`config.mk`:
```
export PLATFORM = sky130hd
export DESIGN_NAME = bram_port_arbiter_flat
export DESIGN_NICKNAME = d
export VERILOG_FILES = /design/src/rtl/bram_port_arbiter_pkg.sv /design/src/rtl/bram_port_arbiter_if.sv /design/src/rtl/bram_load_align.sv /design/src/rtl/bram_port_arbiter.sv /design/src/flat_wrapper.sv
export SDC_FILE = /design/constraint.sdc
export NUM_CORES = 1
export LEC_CHECK = 0
export BUFFER_PORTS_ARGS = -buffer_cell sky130_fd_sc_hd__buf_4
export CORE_ASPECT_RATIO = 0.6
export CORE_UTILIZATION = 43
export CTS_CLUSTER_SIZE = 25
export DETAILED_ROUTE_END_ITERATION = 10
export GPL_TIMING_DRIVEN = 0
export PLACE_DENSITY_LB_ADDON = 0.05
export SYNTH_ARGS = -nofsm -noshare
export SYNTH_HDL_FRONTEND = slang
export SYNTH_SLANG_ARGS = --single-unit
```
`constraint.sdc`:
```
create_clock -name clk -period 5.2 [get_ports clk]
set_clock_uncertainty 0.05 [all_clocks]
set_input_delay 1.04 -clock clk [delete_from_list [all_inputs] [get_ports clk]]
set_output_delay 1.04 -clock clk [all_outputs]
set_load 0.03 [all_outputs]
```
`src/rtl/bram_port_arbiter_pkg.sv`:
```
// Shared encodings for the BRAM data-port arbiter.
// Access sizes, owner states and the alignment rule.
package bram_port_arbiter_pkg;

  localparam logic [1:0] SIZE_B = 2'b00;
  localparam logic [1:0] SIZE_H = 2'b01;
  localparam logic [1:0] SIZE_W = 2'b10;

  typedef enum logic {
    OWN_CPU = 1'b0,
    OWN_LDR = 1'b1
  } owner_t;

  // size 2'b11 behaves as a word
  function automatic logic misaligned(
    input logic [1:0] size,
    input logic [1:0] off
  );
    logic m;
    m = 1'b0;
    unique case (1'b1)
      size == SIZE_B: m = 1'b0;
      size == SIZE_H: m = off[0];
      default:        m = (off != 2'b00);
    endcase
    return m;
  endfunction

endpackage

```
`src/rtl/bram_port_arbiter_if.sv`:
```
// CPU, loader and BRAM data-port signal bundle.
// slave = arbiter side, master = requesters plus BRAM.
interface bram_port_arbiter_if #(
  parameter int ADDR_W = 11
);
  logic              cpu_req;
  logic              cpu_we;
  logic [1:0]        cpu_size;
  logic              cpu_unsigned;
  logic [ADDR_W+1:0] cpu_addr;
  logic [31:0]       cpu_wdata;
  logic              cpu_gnt;
  logic              cpu_rvalid;
  logic [31:0]       cpu_rdata;
  logic              cpu_err;
  logic              ldr_req;
  logic [ADDR_W-1:0] ldr_addr;
  logic [31:0]       ldr_wdata;
  logic              ldr_gnt;
  logic              bram_ren;
  logic              bram_wen;
  logic [3:0]        bram_bsel;
  logic [ADDR_W-1:0] bram_addr;
  logic [31:0]       bram_wdata;
  logic [31:0]       bram_rdata;

  modport slave (
    input  cpu_req, cpu_we, cpu_size,
    input  cpu_unsigned, cpu_addr, cpu_wdata,
    output cpu_gnt, cpu_rvalid,
    output cpu_rdata, cpu_err,
    input  ldr_req, ldr_addr, ldr_wdata,
    output ldr_gnt,
    output bram_ren, bram_wen, bram_bsel,
    output bram_addr, bram_wdata,
    input  bram_rdata
  );

  modport master (
    output cpu_req, cpu_we, cpu_size,
    output cpu_unsigned, cpu_addr, cpu_wdata,
    input  cpu_gnt, cpu_rvalid,
    input  cpu_rdata, cpu_err,
    output ldr_req, ldr_addr, ldr_wdata,
    input  ldr_gnt,
    input  bram_ren, bram_wen, bram_bsel,
    input  bram_addr, bram_wdata,
    output bram_rdata
  );

endinterface

```
`src/rtl/bram_load_align.sv`:
```
// Extracts a byte/half/word lane from a BRAM word and extends it.
// Also used by the instruction-side debug read path.
module bram_load_align
  import bram_port_arbiter_pkg::*;
(
  input  logic [31:0] rdata,
  input  logic [1:0]  off,
  input  logic [1:0]  size,
  input  logic        uns,
  output logic [31:0] data
);

  logic [7:0]  byte_v;
  logic [15:0] half_v;

  always_comb begin
    byte_v = rdata[{off, 3'b000} +: 8];
    half_v = off[1] ? rdata[31:16] : rdata[15:0];
    data   = rdata;
    unique case (size)
      SIZE_B: data = uns ? {24'b0, byte_v}
                         : {{24{byte_v[7]}}, byte_v};
      SIZE_H: data = uns ? {16'b0, half_v}
                         : {{16{half_v[15]}}, half_v};
      default: data = rdata;
    endcase
  end

endmodule

```
`src/rtl/bram_port_arbiter.sv`:
```
// Shares the word BRAM data port between the CPU LSU and the loader.
// Handles byte-lane steering, load extension and misalignment errors.
module bram_port_arbiter
  import bram_port_arbiter_pkg::*;
#(
  parameter int ADDR_W    = 11,
  parameter int MAX_BURST = 8
) (
  input logic                clk,
  input logic                reset,
  bram_port_arbiter_if.slave bus
);

  localparam logic [7:0] BMAX = 8'(MAX_BURST);

  owner_t     owner;
  owner_t     eff;
  logic [7:0] burst_cnt;
  logic       ldr_win;
  logic       cpu_gnt;
  logic [1:0] off;
  logic       mis;
  logic       cpu_ok;
  logic       rv_q;
  logic       err_q;
  logic [1:0] off_q;
  logic [1:0] size_q;
  logic       uns_q;
  logic [31:0] ld_data;

  assign off = bus.cpu_addr[1:0];
  assign mis = misaligned(bus.cpu_size, off);

  // Loader loses ownership once its burst budget is spent
  always_comb begin
    eff = owner;
    if (owner == OWN_LDR &&
        (!bus.ldr_req ||
         (bus.cpu_req && burst_cnt == BMAX)))
      eff = OWN_CPU;
  end

  assign ldr_win = bus.ldr_req &&
                   (!bus.cpu_req || eff == OWN_LDR);
  assign cpu_gnt = bus.cpu_req && !ldr_win;
  assign cpu_ok  = cpu_gnt && !mis;

  assign bus.cpu_gnt = cpu_gnt;
  assign bus.ldr_gnt = ldr_win;

  always_comb begin
    bus.bram_ren   = 1'b0;
    bus.bram_wen   = 1'b0;
    bus.bram_bsel  = 4'b0000;
    bus.bram_addr  = '0;
    bus.bram_wdata = 32'b0;
    unique case (1'b1)
      ldr_win: begin
        bus.bram_wen   = 1'b1;
        bus.bram_bsel  = 4'b1111;
        bus.bram_addr  = bus.ldr_addr;
        bus.bram_wdata = bus.ldr_wdata;
      end
      cpu_ok && bus.cpu_we: begin
        bus.bram_wen  = 1'b1;
        bus.bram_addr = bus.cpu_addr[ADDR_W+1:2];
        unique case (bus.cpu_size)
          SIZE_B: begin
            bus.bram_bsel  = 4'b0001 << off;
            bus.bram_wdata = {4{bus.cpu_wdata[7:0]}};
          end
          SIZE_H: begin
            bus.bram_bsel  = 4'b0011 << off;
            bus.bram_wdata = {2{bus.cpu_wdata[15:0]}};
          end
          default: begin
            bus.bram_bsel  = 4'b1111;
            bus.bram_wdata = bus.cpu_wdata;
          end
        endcase
      end
      cpu_ok && !bus.cpu_we: begin
        bus.bram_ren  = 1'b1;
        bus.bram_addr = bus.cpu_addr[ADDR_W+1:2];
      end
      default: ;
    endcase
  end

  always_ff @(posedge clk or negedge reset) begin
    if (!reset) begin
      owner     <= OWN_CPU;
      burst_cnt <= 8'd0;
      rv_q      <= 1'b0;
      err_q     <= 1'b0;
      off_q     <= 2'b00;
      size_q    <= SIZE_B;
      uns_q     <= 1'b0;
    end else begin
      // A CPU grant with the loader waiting hands the port over
      unique case (eff)
        OWN_CPU: owner <= bus.ldr_req ? OWN_LDR : OWN_CPU;
        OWN_LDR: owner <= OWN_LDR;
        default: owner <= OWN_CPU;
      endcase
      if (cpu_gnt || !bus.cpu_req)
        burst_cnt <= 8'd0;
      else if (ldr_win && burst_cnt != BMAX)
        burst_cnt <= burst_cnt + 8'd1;
      rv_q  <= cpu_gnt && (!bus.cpu_we || mis);
      err_q <= cpu_gnt && mis;
      if (cpu_gnt) begin
        off_q  <= off;
        size_q <= bus.cpu_size;
        uns_q  <= bus.cpu_unsigned;
      end
    end
  end

  bram_load_align u_align (
    .rdata (bus.bram_rdata),
    .off   (off_q),
    .size  (size_q),
    .uns   (uns_q),
    .data  (ld_data)
  );

  assign bus.cpu_rvalid = rv_q;
  assign bus.cpu_err    = err_q;
  assign bus.cpu_rdata  = (rv_q && !err_q) ? ld_data : 32'b0;

endmodule

```
`src/flat_wrapper.sv`:
```
// flat-port wrapper written by rule: the top's interface ports become plain ports
module bram_port_arbiter_flat import bram_port_arbiter_pkg::*;
#(
  parameter int ADDR_W    = 11,
  parameter int MAX_BURST = 8
)
  (clk, reset, bus_cpu_req, bus_cpu_we, bus_cpu_size, bus_cpu_unsigned, bus_cpu_addr, bus_cpu_wdata, bus_cpu_gnt, bus_cpu_rvalid, bus_cpu_rdata, bus_cpu_err, bus_ldr_req, bus_ldr_addr, bus_ldr_wdata, bus_ldr_gnt, bus_bram_ren, bus_bram_wen, bus_bram_bsel, bus_bram_addr, bus_bram_wdata, bus_bram_rdata);
  bram_port_arbiter_if #(.ADDR_W(ADDR_W)) bus_i ();
  input logic clk;
  input logic reset;
  input wire logic [$bits(bus_i.cpu_req)-1:0] bus_cpu_req;
  input wire logic [$bits(bus_i.cpu_we)-1:0] bus_cpu_we;
  input wire logic [$bits(bus_i.cpu_size)-1:0] bus_cpu_size;
  input wire logic [$bits(bus_i.cpu_unsigned)-1:0] bus_cpu_unsigned;
  input wire logic [$bits(bus_i.cpu_addr)-1:0] bus_cpu_addr;
  input wire logic [$bits(bus_i.cpu_wdata)-1:0] bus_cpu_wdata;
  output wire logic [$bits(bus_i.cpu_gnt)-1:0] bus_cpu_gnt;
  output wire logic [$bits(bus_i.cpu_rvalid)-1:0] bus_cpu_rvalid;
  output wire logic [$bits(bus_i.cpu_rdata)-1:0] bus_cpu_rdata;
  output wire logic [$bits(bus_i.cpu_err)-1:0] bus_cpu_err;
  input wire logic [$bits(bus_i.ldr_req)-1:0] bus_ldr_req;
  input wire logic [$bits(bus_i.ldr_addr)-1:0] bus_ldr_addr;
  input wire logic [$bits(bus_i.ldr_wdata)-1:0] bus_ldr_wdata;
  output wire logic [$bits(bus_i.ldr_gnt)-1:0] bus_ldr_gnt;
  output wire logic [$bits(bus_i.bram_ren)-1:0] bus_bram_ren;
  output wire logic [$bits(bus_i.bram_wen)-1:0] bus_bram_wen;
  output wire logic [$bits(bus_i.bram_bsel)-1:0] bus_bram_bsel;
  output wire logic [$bits(bus_i.bram_addr)-1:0] bus_bram_addr;
  output wire logic [$bits(bus_i.bram_wdata)-1:0] bus_bram_wdata;
  input wire logic [$bits(bus_i.bram_rdata)-1:0] bus_bram_rdata;
  assign bus_i.cpu_req = bus_cpu_req;
  assign bus_i.cpu_we = bus_cpu_we;
  assign bus_i.cpu_size = bus_cpu_size;
  assign bus_i.cpu_unsigned = bus_cpu_unsigned;
  assign bus_i.cpu_addr = bus_cpu_addr;
  assign bus_i.cpu_wdata = bus_cpu_wdata;
  assign bus_cpu_gnt = bus_i.cpu_gnt;
  assign bus_cpu_rvalid = bus_i.cpu_rvalid;
  assign bus_cpu_rdata = bus_i.cpu_rdata;
  assign bus_cpu_err = bus_i.cpu_err;
  assign bus_i.ldr_req = bus_ldr_req;
  assign bus_i.ldr_addr = bus_ldr_addr;
  assign bus_i.ldr_wdata = bus_ldr_wdata;
  assign bus_ldr_gnt = bus_i.ldr_gnt;
  assign bus_bram_ren = bus_i.bram_ren;
  assign bus_bram_wen = bus_i.bram_wen;
  assign bus_bram_bsel = bus_i.bram_bsel;
  assign bus_bram_addr = bus_i.bram_addr;
  assign bus_bram_wdata = bus_i.bram_wdata;
  assign bus_i.bram_rdata = bus_bram_rdata;
  bram_port_arbiter #(.ADDR_W(ADDR_W), .MAX_BURST(MAX_BURST)) u_core (.clk(clk), .reset(reset), .bus(bus_i));
endmodule
```
# Word level (Yosys, flattened, before mapping)
# Index checks and enable logic that the tools add are counted.
[totals]
regBits = 16
input_bits = 128
out_inout_bits = 85
wordCells = 61
[classes]
addsub = 1
n_eq_ne = 4
n_shift = 3
muxes = 18
bitwise_logic = 1
n_reduce_logical = 27
[op_table]
columns = ["cell", "count"]
rows = [
  ["32-bit one-hot mux with 2 select lines", 3],
  ["32-bit two-way mux", 3],
  ["32-bit by 6-bit variable part select with 8-bit output", 1],
  ["11-bit one-hot mux with 2 select lines", 1],
  ["16-bit two-way mux", 1],
  ["8-bit two-way mux", 2],
  ["4-bit one-hot mux with 2 select lines", 2],
  ["1-bit logical AND", 11],
  ["8-bit by 1-bit adder with 8-bit output, second input constant", 1],
  ["8-bit by 4-bit == test with 1-bit output, second input constant", 1],
  ["8-bit by 4-bit != test with 1-bit output, second input constant", 1],
  ["1-bit logical NOT", 6],
  ["2-bit by 1-bit == test with 1-bit output, second input constant", 2],
  ["2-bit logical NOT", 2],
  ["1-bit logical OR", 4],
  ["1-bit two-way mux", 4],
  ["1-bit one-hot mux with 2 select lines", 2],
  ["2-bit nonzero test", 2],
  ["2-bit OR reduction", 2],
  ["1-bit by 2-bit left shift with 4-bit output, first input constant", 1],
  ["2-bit by 2-bit left shift with 4-bit output, first input constant", 1],
  ["1-bit NOT", 1],
]

# Depth between registers and ports, before layout
[logic_depth]
ltp_word = 13
depth_mapped = 7
ltp_nobuf = 6

# Cells and area by module
# Synthesis repeated with hierarchy kept, for this count alone.
[unflattened]
cells_unflattened = 373
hier_area_um2 = 2976.6
[by_module_without_submodules]
columns = ["mod", "n_inst", "cells_each", "area_each_um2", "seq_area_each_um2"]
rows = [
  ["bram_port_arbiter", 1, 251, 2282.2, 400.4],
  ["bram_load_align", 1, 122, 694.4, 0.0],
]

# Least setup slack after synthesis
# No wires, ideal clock.
[synth_timing]
kind = "input to output"
startpoint = "in bus_bram_rdata[23]"
endpoint = "out bus_cpu_rdata[7]"
arrival_time_ns = 2.808
required_ns = 4.110
slack_ns = 1.302
path_stages = 3
n_path_buf = 0
cell_sequence = "mux4_2 > nor3_1 > a2111oi_0"
[synth_between]
elab_chain_cells = 4
elab_cells_between_ends = 6
classes_between = "shift (1); mux (5)"
[synth_lines]
columns = ["item", "line", "text"]
rows = [
  ["start, declared", "flat_wrapper.sv:30", "input wire logic [$bits(bus_i.bram_rdata)-1:0] bus_bram_rdata;"],
  ["32-bit by 6-bit variable part select with 8-bit output or 16-bit two-way mux (tied branches)", "bram_load_align.sv:17, bram_load_align.sv:18", ""],
  ["32-bit two-way mux, on equally long branches", "bram_load_align.sv:21, bram_load_align.sv:23", ""],
  ["32-bit one-hot mux with 2 select lines *", "bram_load_align.sv:20", "unique case (size)"],
  ["32-bit two-way mux *", "bram_port_arbiter.sv:130", "assign bus.cpu_rdata = (rv_q && !err_q) ? ld_data : 32'b0;"],
  ["end, declared", "flat_wrapper.sv:19", "output wire logic [$bits(bus_i.cpu_rdata)-1:0] bus_cpu_rdata;"],
]
# Mark *: on every way between the ends. The rest lies on a longest branch, timed or not.

# Worst setup path in the final report
[layout_timing]
startpoint = "in bus_cpu_size[1]"
endpoint = "out bus_bram_wdata[10]"
[layout_between]
elab_chain_cells = 6
elab_cells_between_ends = 8
classes_between = "eq/ne (1); mux (3); reduce/logical (4)"
[layout_lines]
columns = ["item", "line", "text"]
rows = [
  ["start, declared", "flat_wrapper.sv:13", "input wire logic [$bits(bus_i.cpu_size)-1:0] bus_cpu_size;"],
  ["2-bit by 1-bit == test with 1-bit output or 2-bit logical NOT (tied branches)", "bram_port_arbiter_pkg.sv:23, bram_port_arbiter.sv:67, bram_port_arbiter_pkg.sv:22", ""],
  ["1-bit one-hot mux with 2 select lines", "bram_port_arbiter_pkg.sv:21", "unique case (1'b1)"],
  ["1-bit logical NOT", "bram_port_arbiter.sv:46", "assign cpu_ok = cpu_gnt && !mis;"],
  ["1-bit logical AND", "bram_port_arbiter.sv:46", ""],
  ["1-bit logical AND", "bram_port_arbiter.sv:64", "cpu_ok && bus.cpu_we: begin"],
  ["32-bit one-hot mux with 2 select lines *", "bram_port_arbiter.sv:57", "unique case (1'b1)"],
  ["end, declared", "flat_wrapper.sv:29", "output wire logic [$bits(bus_i.bram_wdata)-1:0] bus_bram_wdata;"],
]
# Marked as above.

==> impl_metrics.py <==
metrics = {
    "worst_setup_path": {
        "crit_type": "primary input to output pin",
        "cp_max_fo": 10,
        "worst_path_most_repeated_cell": "clkbuf_1",
        "worst-path-buf-inv": 3,
        "max_stage_delay_ns": 0.44,
        "crit_slowest_cell": "o32ai_1",
        "end_kind": "output pin",
        "path_cells": "clkbuf_1, nor2_4, o21ai_1, clkbuf_1, o32ai_1, buf_4",
        "timing.rr.start": "u_core.burst_cnt[0]$_DFFE_PN0P_",
        "start_kind": "primary input",
        "worstPathRequired_ns": 4.11,
        "worstPathArrival_ns": 2.92,
        "startpoint": "bus_cpu_size[1]",
        "crit_family": "compound AO/OA/AOI/OAI gates",
    },
    "die": {
        "die_h_um": 62.3,
        "io_pins": 213,
        "fp.coreArea_um2": 5700,
        "die_area_um2": 6380,
        "floorplan.initialDensity": 0.457,
        "std_cell_rows": 21,
        "die_width_um": 102,
    },
    "cells_and_area": {
        "utilization": 0.762,
        "nFillCells": 444,
        "register_area_um2": 400,
        "nNetsFinal": 683,
        "antenna_cells": 0,
        "multiInputGateArea_um2": 1840,
        "drive_gt1_frac": 0.493,
        "area_growth_pct": 66.8,
    },
    "placed_design": {
        "gp_congestion": 0.907,
        "io_buffers": 211,
        "dp_hpwl_um": 8480,
    },
    "timing": {
        "drv_slew": 0,
        "fmax_mhz": 249,
        "slew_headroom": 0.355,
        "period_share": 0.771,
        "setup_violations": 0,
        "worst_pin_slew_ns": 0.966,
        "hold_viol_final": 0,
        "rsz0062_at_grt": "false",
        "fin_crit_ns": 4.01,
        "fin_tns_setup_ns": 0,
    },
    "synthesis": {
        "synth_nets": 467,
        "yosysUniqueCellTypes": 47,
        "synth_seq_cells": 16,
        "syn_area_um2": 2600,
        "syn_inst": 337,
        "synth_top_area_frac": 0.154,
        "synthTopCellsByArea": "dfrtp_1 15%, mux2_2 12%, o32ai_1 11%",
        "synth.avg_cell_area_um2": 7.73,
        "yosysSeqAreaShare": 0.154,
        "async_reset_ff_frac": 1.00,
        "synth_area_leader_cell": "dfrtp_1",
        "ys.flop_type": "dfrtp_1",
        "ys_warn_count": 0,
        "synth_edf_count": 0,
    },
    "worst_hold_path": {
        "min_from": "u_core.burst_cnt[0]$_DFFE_PN0P_",
        "min_path_type": "flop to flop",
    },
    "power_and_ir_drop": {
        "ir_worst_vdd_v": 0.000181,
        "power_density_nw_per_um2": 170,
        "p_leak_nw": 2.25,
    },
    "detailed_routing": {
        "drc_errors": 0,
        "drt_iter0_markers": 256,
        "vias_per_cell": 5.57,
        "drt_pass1_iterations": 5,
        "post_drt_wl_per_cell_um": 16.7,
        "finalWirelength_um": 10600,
        "via_count": 3519,
        "ant_nets": 0,
    },
    "clocking": {
        "cts_resized": 0,
        "cts_tree": "built",
        "htree_levels": 1,
        "cts.clk_slew.worst_paths_ns": 0.06,
        "cts-root-buf": "clkbuf_8",
        "numCtsBuffers": 3,
        "cts_buffer_depth": 2,
        "cts_hold_buf": 0,
        "clk_latency_ns": 0.25,
        "cts_sinks": 16,
        "cts_setup_buffers": 0,
    },
    "global_route": {
        "antenna_found_initial": 0,
        "grt_pass1_wl_um": 16500,
        "grt.total_usage": 0.329,
        "first_global_vias": 3353,
        "grt_overflow": 0,
        "grt_max_degree": 17,
    },
    "outcome": {
        "outcome": "complete, no violations",
    },
    "run": {
        "max-cap-violations": 0,
    },
}
[layer usage]
metal	wire, um	global-route usage
met1	4410	0.432
met2	5100	0.529
met3	937	0.0833
met4	135	0.0893
met5	0	0
[sequential cells by signal (all words and copies together), names as in the netlist]
signal                 flops
u_core.burst_cnt           8
u_core.off_q               2
u_core.size_q              2
u_core.bus.cpu_err         1
u_core.bus.cpu_rvalid      1
u_core.owner               1
u_core.uns_q               1
[where the power goes]
part	switching, mW	internal, mW	total, mW
clock network	0.0429	0.0673	0.110
registers	0.00684	0.132	0.138
logic	0.276	0.214	0.491
total	0.326	0.413	0.739
[Yosys cell counts (2+ instances only)]
cell / number
o21ai_0: 3
o21ai_1: 4
ha_1: 2
nor2_1: 9
nor4b_1: 2
a21oi_1: 22
buf_4: 4
mux2_2: 28
inv_2: 2
mux2i_1: 24
o32ai_1: 32
nand2_1: 18
a221oi_2: 7
inv_1: 52
or2_2: 2
a22oi_1: 7
nor3b_1: 2
a32o_1: 11
nand2b_1: 4
or3_1: 4
o31ai_1: 2
buf_6: 2
clkbuf_1: 19
dfrtp_1: 16
buf_2: 7
nand3_1: 27
xor2_1: 3
nand3b_1: 2
nand4_1: 2
[layout by cell type, fill, tap and decap left out, types with 3 or more instances in the layout]
master / instances
a221oi_2: 7
o21ai_0: 3
buf_4: 215
mux2i_1: 24
inv_1: 52
clkbuf_8: 4
o32ai_1: 32
o21ai_1: 4
nand2_1: 18
nor2_1: 9
a21oi_1: 22
or3_1: 4
nand3_1: 27
mux2_2: 28
a32o_1: 11
nand2b_1: 4
clkbuf_1: 19
dfrtp_1: 16
a22oi_1: 7
buf_2: 7
xor2_1: 3
[metrics by stage]
step	setup WS, ns	cells	total power [mW]	area, um^2	hold WS (ns)
global placement	1.38	628	0.617	4290	0.477
detailed placement	1.28	628	0.626	4290	0.481
finish	1.19	632	0.739	4340	0.496
global route	1.13	632	0.775	4340	0.530
floorplan	1.30	337	0.424	2610	0.444
CTS	1.26	632	0.737	4340	0.490
[path summary, 6_finish.rpt]
path                            slack, ns  cells after the start                         endpoint
worst max register to register       3.30                      6  u_core.bus.cpu_rvalid$_DFF_PN0_
worst max-delay path                 1.19                      6               bus_bram_wdata[10]
worst min register to register       0.50                      1  u_core.burst_cnt[0]$_DFFE_PN0P_
max in group asynchronous            4.34                      1  u_core.bus.cpu_rvalid$_DFF_PN0_
min in group asynchronous            0.58                      1  u_core.burst_cnt[3]$_DFFE_PN0P_
worst min-delay path                 0.50                      1  u_core.burst_cnt[0]$_DFFE_PN0P_
[cells by family after synthesis]
kind of cell | after synthesis | share of synthesized area
compound gates | 95 | 0.297
xor+xnor | 4 | 0.0135
fa+ha+maj | 2 | 0.00960
buf+inv | 88 | 0.142
flops | 16 | 0.154
mux | 53 | 0.222
simple gates | 79 | 0.163
[layout make-up]
type | instances | area share
Sequential cell | 16 | 0.0922
Buffer | 33 | 0.0374
Inverter | 55 | 0.0475
Multi-Input combinational cell | 233 | 0.423
Timing Repair Buffer | 211 | 0.365
Tap cell | 80 | 0.0230
Clock buffer | 4 | 0.0127
(Power assumes the default switching activity.)
